`src/rtl/wb_trigger_pkg.sv`:
```
// Shared encodings for the trigger multiplexer: condition modes, FSM states
// and the trigger counter width.
package wb_trigger_pkg;

  typedef enum logic [1:0] {
    MODE_OR   = 2'd0,
    MODE_AND  = 2'd1,
    MODE_MAJ  = 2'd2,
    MODE_RSVD = 2'd3
  } trig_mode_e;

  typedef enum logic [1:0] {
    ST_IDLE = 2'd0,
    ST_FIRE = 2'd1,
    ST_DEAD = 2'd2
  } trig_state_e;

  localparam int COUNT_W = 32;

endpackage

```
`src/rtl/wb_trigger_chan.sv`:
```
// One trigger channel: stage mux, sync register, rising-edge detect and
// coincidence window; the registered active flag feeds the trigger condition.
module wb_trigger_chan
  import wb_trigger_pkg::*;
#(
  parameter int NSTAGE = 16,
  parameter int CW     = 16
) (
  input  logic              clkf_i,
  input  logic              rst_i,
  input  logic [NSTAGE-1:0] sd,
  input  logic [3:0]        sel,
  input  logic [CW-1:0]     win,
  input  logic              clr,
  output logic              active
);

  localparam logic [CW-1:0] ONE = CW'(1);

  logic [15:0]   stage_pad;
  logic          sync_q;
  logic          prev_q;
  logic          sync_vld_q;
  logic          prev_vld_q;
  logic          rise_q;
  logic [CW-1:0] win_cnt;

  // Zero padding makes any select at or beyond NSTAGE read a constant 0.
  assign stage_pad = 16'(sd);

  // prev_vld_q blocks an edge until prev_q holds a real post-reset sample,
  // so a stage already high when reset drops is not seen as a rising edge.
  always_ff @(posedge clkf_i) begin
    if (rst_i) begin
      sync_q     <= 1'b0;
      prev_q     <= 1'b0;
      sync_vld_q <= 1'b0;
      prev_vld_q <= 1'b0;
      rise_q     <= 1'b0;
      win_cnt    <= '0;
      active     <= 1'b0;
    end else begin
      sync_q     <= stage_pad[sel];
      prev_q     <= sync_q;
      sync_vld_q <= 1'b1;
      prev_vld_q <= sync_vld_q;
      rise_q     <= sync_q & ~prev_q & prev_vld_q;
      if (clr) begin
        win_cnt <= '0;
        active  <= 1'b0;
      end else begin
        if (rise_q)
          win_cnt <= win;
        else if (win_cnt != '0)
          win_cnt <= win_cnt - ONE;
        active <= rise_q | (win_cnt != '0);
      end
    end
  end

endmodule

```
`src/rtl/wb_trigger_mux.sv`:
```
// Trigger multiplexer: combines NCH filtered channels into a pulse with deadtime.
// Optional WB_TRIGGER_COUNT_EN adds a saturating trigger counter; trigger_o is buffered by the parent.
module wb_trigger_mux
  import wb_trigger_pkg::*;
#(
  parameter int NCH    = 4,
  parameter int NSTAGE = 16,
  parameter int CW     = 16
) (
  input  logic                  clkf_i,
  input  logic                  rst_i,
  input  logic [NCH*NSTAGE-1:0] sd_i,
  input  logic [NCH*4-1:0]      stage_sel_i,
  input  logic [NCH-1:0]        chan_en_i,
  input  logic [1:0]            mode_i,
  input  logic [4:0]            thresh_i,
  input  logic [CW-1:0]         coinc_win_i,
  input  logic [CW-1:0]         width_i,
  input  logic [CW-1:0]         dead_i,
  output logic                  trigger_o,
  output logic [NCH-1:0]        hit_o,
  output logic                  busy_o
`ifdef WB_TRIGGER_COUNT_EN
  ,
  input  logic                  count_clr_i,
  output logic [COUNT_W-1:0]    trig_count_o
`endif
);

  localparam logic [CW-1:0] ONE = CW'(1);

  logic [NCH-1:0] act;
  logic [NCH-1:0] act_en;
  logic [4:0]     pop;
  logic [4:0]     thr;
  logic           cond;
  logic           fire_entry;
  trig_state_e    state;
  logic [CW-1:0]  tcnt;
  logic [CW-1:0]  dead_l;

  for (genvar c = 0; c < NCH; c++) begin : gen_chan
    wb_trigger_chan #(
      .NSTAGE(NSTAGE),
      .CW    (CW)
    ) u_chan (
      .clkf_i(clkf_i),
      .rst_i (rst_i),
      .sd    (sd_i[c*NSTAGE +: NSTAGE]),
      .sel   (stage_sel_i[4*c +: 4]),
      .win   (coinc_win_i),
      .clr   (fire_entry),
      .active(act[c])
    );
  end

  assign act_en = act & chan_en_i;

  always_comb begin
    pop = '0;
    for (int c = 0; c < NCH; c++)
      pop = pop + 5'(act_en[c]);
    thr  = (thresh_i == '0) ? 5'd1 : thresh_i;
    cond = 1'b0;
    case (trig_mode_e'(mode_i))
      MODE_AND: cond = (chan_en_i != '0) && (act_en == chan_en_i);
      MODE_MAJ: cond = (pop >= thr);
      default:  cond = |act_en;
    endcase
    fire_entry = (state == ST_IDLE) && cond;
  end

  // Pulse width is loaded into tcnt at entry and deadtime is held in dead_l,
  // so input changes mid-pulse only shape the next trigger.
  always_ff @(posedge clkf_i) begin
    if (rst_i) begin
      state     <= ST_IDLE;
      trigger_o <= 1'b0;
      busy_o    <= 1'b0;
      hit_o     <= '0;
      tcnt      <= '0;
      dead_l    <= '0;
    end else begin
      case (state)
        ST_IDLE: begin
          if (cond) begin
            state     <= ST_FIRE;
            trigger_o <= 1'b1;
            busy_o    <= 1'b1;
            hit_o     <= act_en;
            tcnt      <= (width_i == '0) ? '0 : width_i - ONE;
            dead_l    <= dead_i;
          end
        end
        ST_FIRE: begin
          if (tcnt == '0) begin
            trigger_o <= 1'b0;
            if (dead_l == '0) begin
              state  <= ST_IDLE;
              busy_o <= 1'b0;
            end else begin
              state <= ST_DEAD;
              tcnt  <= dead_l - ONE;
            end
          end else begin
            tcnt <= tcnt - ONE;
          end
        end
        ST_DEAD: begin
          if (tcnt == '0) begin
            state  <= ST_IDLE;
            busy_o <= 1'b0;
          end else begin
            tcnt <= tcnt - ONE;
          end
        end
        default: begin
          state     <= ST_IDLE;
          trigger_o <= 1'b0;
          busy_o    <= 1'b0;
        end
      endcase
    end
  end

`ifdef WB_TRIGGER_COUNT_EN
  always_ff @(posedge clkf_i) begin
    if (rst_i || count_clr_i)
      trig_count_o <= '0;
    else if (fire_entry && (trig_count_o != '1))
      trig_count_o <= trig_count_o + COUNT_W'(1);
  end
`endif

endmodule

```
`config.mk`:
```
export PLATFORM = sky130hd
export DESIGN_NAME = wb_trigger_mux
export DESIGN_NICKNAME = d
export VERILOG_FILES = /design/src/rtl/wb_trigger_pkg.sv /design/src/rtl/wb_trigger_chan.sv /design/src/rtl/wb_trigger_mux.sv
export SDC_FILE = /design/constraint.sdc
export NUM_CORES = 1
export LEC_CHECK = 0
export ABC_AREA = 0
export CELL_PAD_IN_SITES_DETAIL_PLACEMENT = 0
export CELL_PAD_IN_SITES_GLOBAL_PLACEMENT = 1
export CORE_MARGIN = 3
export CORE_UTILIZATION = 39
export CTS_CLUSTER_DIAMETER = 80
export DETAILED_ROUTE_END_ITERATION = 10
export PLACE_DENSITY_LB_ADDON = 0.25
export SLEW_MARGIN = 20
export SYNTH_ARGS = -nofsm -noshare
export SYNTH_HDL_FRONTEND = slang
export SYNTH_SLANG_ARGS = --single-unit
```
`constraint.sdc`:
```
create_clock -name clkf_i -period 3.9 [get_ports clkf_i]
set_clock_uncertainty 0.1 [all_clocks]
set_input_delay 0.78 -clock clkf_i [delete_from_list [all_inputs] [get_ports clkf_i]]
set_output_delay 0.78 -clock clkf_i [all_outputs]
set_load 0.03 [all_outputs]
```
==> out/metrics.cfg <==
[cells_and_area]
fin_nets = 1157
syn2layout_area_growth_pct = 31.8
final_cell_mix = clkdlybuf4s50_1, dfxtp_1, nor2_1
fin_cells = 1237
drive_above_1_share_pct = 10.9
final_common_cell = clkdlybuf4s50_1
antenna_cells = 0
fin_util_pct = 53.0

[sta]
period_needed_ps = 3700
hold_viol_final = 0
worst_slack_ps = 195
tns_ps = 0
grt_setup_unrepaired = no
setup_violations = 0
fmax_ghz = 0.270
slew_viol_final = 0
worst_slew_pin_slew_ps = 878
timing.final.crit_share_pct = 95.0
slew_headroom_pct = 41.4

[grt]
overflow = 0
grt_pass1_wl_mm = 32.3
track_usage_pct = 20.2
antenna_found_initial = 0
grt_max_degree = 44
first_global_vias = 6354

[yosys]
synth_top_area_share_pct = 33.4
synth_ff_type = dfxtp_1
postSynth.asyncResetShare_pct = 0
syn_area_um2 = 7320
ys_types = 68
syn_avg_cell_area_um2 = 8.63
syn_inst = 848
yosysTopAreaCell = dfxtp_1
synth_edf_count = 0
synth_area_leaders = dfxtp_1, mux4_2, xnor2_1
ys_seq_elements = 122
ys_warn_count = 0
synth_nets = 1008
ys_seq_area_share_pct = 33.4

[status]
outcome = finished clean

[placed_design]
post-place-ws_ps = -469
io_buffer_count = 146
place.gp.congestion = 0.811
place_hpwl_mm = 15.2
dp_cells = 1207

[min_path]
hold_path_startpoint = gen_chan[0].u_chan.sync_vld_q
worstHoldPathCells = 1
hold_end = gen_chan[0].u_chan.prev_vld_q
hp-class = register to register

[clock_network]
worstSkewPairLatency_ps = 420
htree_levels = 4
cts_buffers = 17
clockBufferDepth = 2
cts_tree = done
cts_root_buf = clkbuf_16
clock_sink_count = 122
clk_pin_slew_ps = 50

[route]
vias = 6717
ant_nets = 0
wl_per_cell_um = 16.4
routed_via_density = 5.43
drc = 0
dr.pass1.iters = 4
drtIter0Drc = 318
wirelength_mm = 20.3

[setup_path]
worstPathArrival_ps = 3870
startpoint = chan_en_i[1]
ff2ff_path_depth = 11
crit-reg2reg-launch = gen_chan[0].u_chan.active
cp.required_ps = 4070
regToRegSetupSlack_ps = 680
endpoint_kind = register
crit_fanout = 15
worst-setup-path-type = input port to register
reg2reg_to = tcnt[12]
cp-start-kind = input port

[power]
power.density_nw_per_um2 = 831
p_total_mw = 8.01
peakVddDrop_mv = 0.332
p_leak_nw = 3.86

[flow_run]
drv_cap = 0

[floorplan]
num_rows = 49
fp.dieH_um = 143
dieArea_um2 = 20500
start_util_pct = 40.2
core_area_um2 = 18200
die_w_um = 143
pin_count = 147

==> synthesized netlist by cell type, types with 2 or more instances <==
cell type and count:
o21ai_1 5, a21oi_1 70, a211oi_1 23, nor4_1 17, nand3b_1 2, nand2b_1 6, nand3_1 10, nor2_1 109
nor2b_1 5, clkinv_1 2, inv_1 35, nor3_1 30, nor3b_1 4, ha_1 19, buf_6 2, o41ai_1 2
a21o_1 7, nand2_1 58, o2111ai_1 2, dfxtp_1 122, clkbuf_1 29, a311oi_1 6, and2_1 8, buf_2 7
xor2_1 25, or3_1 18, mux4_2 20, a31oi_1 3, a22oi_1 9, o22ai_1 11, o21bai_1 2, nor4_2 3
o211ai_1 5, or4_1 23, xnor2_1 51, or2_2 9, or3b_2 3, o31ai_1 10, and3b_1 4, a21boi_0 3
a211oi_2 10, mux2i_1 28, o21ai_0 6
==> flip-flops by register name, indices dropped and copies added, names as in the netlist <==
name,cells
gen_chan.u_chan.win_cnt,64
state,2
busy_o,1
gen_chan.u_chan.active,4
tcnt,16
gen_chan.u_chan.rise_q,4
gen_chan.u_chan.prev_vld_q,1
trigger_o,1
gen_chan.u_chan.sync_vld_q,1
dead_l,16
gen_chan.u_chan.sync_q,4
hit_o,4
gen_chan.u_chan.prev_q,4
==> metrics by stage <==
step                cell area (um2)  hold WS (ps)
global route                   9650           351
global placement               9090           318
detailed placement             9090           326
finish                         9650           337
floorplan                      7320           314
CTS                            9650           338
==> where the power goes <==
part / total, mW / switching (mW) / internal, mW
registers: 2.17 / 0.463 / 1.70
clock network: 1.49 / 0.561 / 0.928
logic: 4.36 / 2.30 / 2.05
total: 8.01 / 3.33 / 4.68
==> how the worst max path moves through the flow <==
stage	end	slack (ps)	depth (start not counted)
floorplan	gen_chan[1].u_chan.win_cnt[7]	450	13
global placement	tcnt[3]	-390	12
detailed placement	tcnt[3]	-470	12
CTS	gen_chan[0].u_chan.win_cnt[10]	200	15
global route	gen_chan[0].u_chan.win_cnt[8]	7	15
finish	tcnt[12]	200	12
==> final cells by class <==
class,instances,area [um2]
clock buffers,22,484
multi-input cells,651,4580
well taps,229,287
flip-flops and latches,122,2440
fillers,1718,8560
clock inverters,8,70.1
repair buffers,168,1650
inverters,37,139
==> layer usage <==
layer	GRT usage, %	up-vias	share of wire, %	wire (um)
li1	-	3388	-	-
met1	26.7	3114	47	9500
met2	32.3	190	46	9270
met3	4.89	25	6.0	1220
met4	6.85	0	1.7	346
met5	0	-	0	0
==> kinds of logic (layout without fill, tap and decap cells) <==
| family | count (synthesis) | in the layout | share of synthesized area, % |
|---|---|---|---|
| buffers and inverters | 75 | 235 | 4.17 |
| AND/OR/NAND/NOR | 321 | 321 | 22.5 |
| flip-flops | 122 | 122 | 33.4 |
| adder cells (fa/ha/maj) | 19 | 19 | 3.25 |
| XOR/XNOR | 76 | 76 | 9.09 |
| multiplexers | 49 | 49 | 10.1 |
| AO/OA/AOI/OAI | 186 | 186 | 17.5 |
==> repair_timing <==
action,CTS,global route
hold buffers,0,0
endpoints found under the setup margin,3,0
endpoints found under the hold margin,0,0
buffers inserted,0,0
resized for setup,1,0
==> worst max-delay path: stages <==
cell,delay (ps)
clkdlybuf4s50_1,480
nand2_1,80
xor2_1,170
ha_1,270
ha_1,180
ha_1,270
ha_1,270
a31oi_1,70
o221ai_1,410
a21oi_1,220
nor2_4,470
a311oi_1,170
Power figures use the tool's default switching activity.
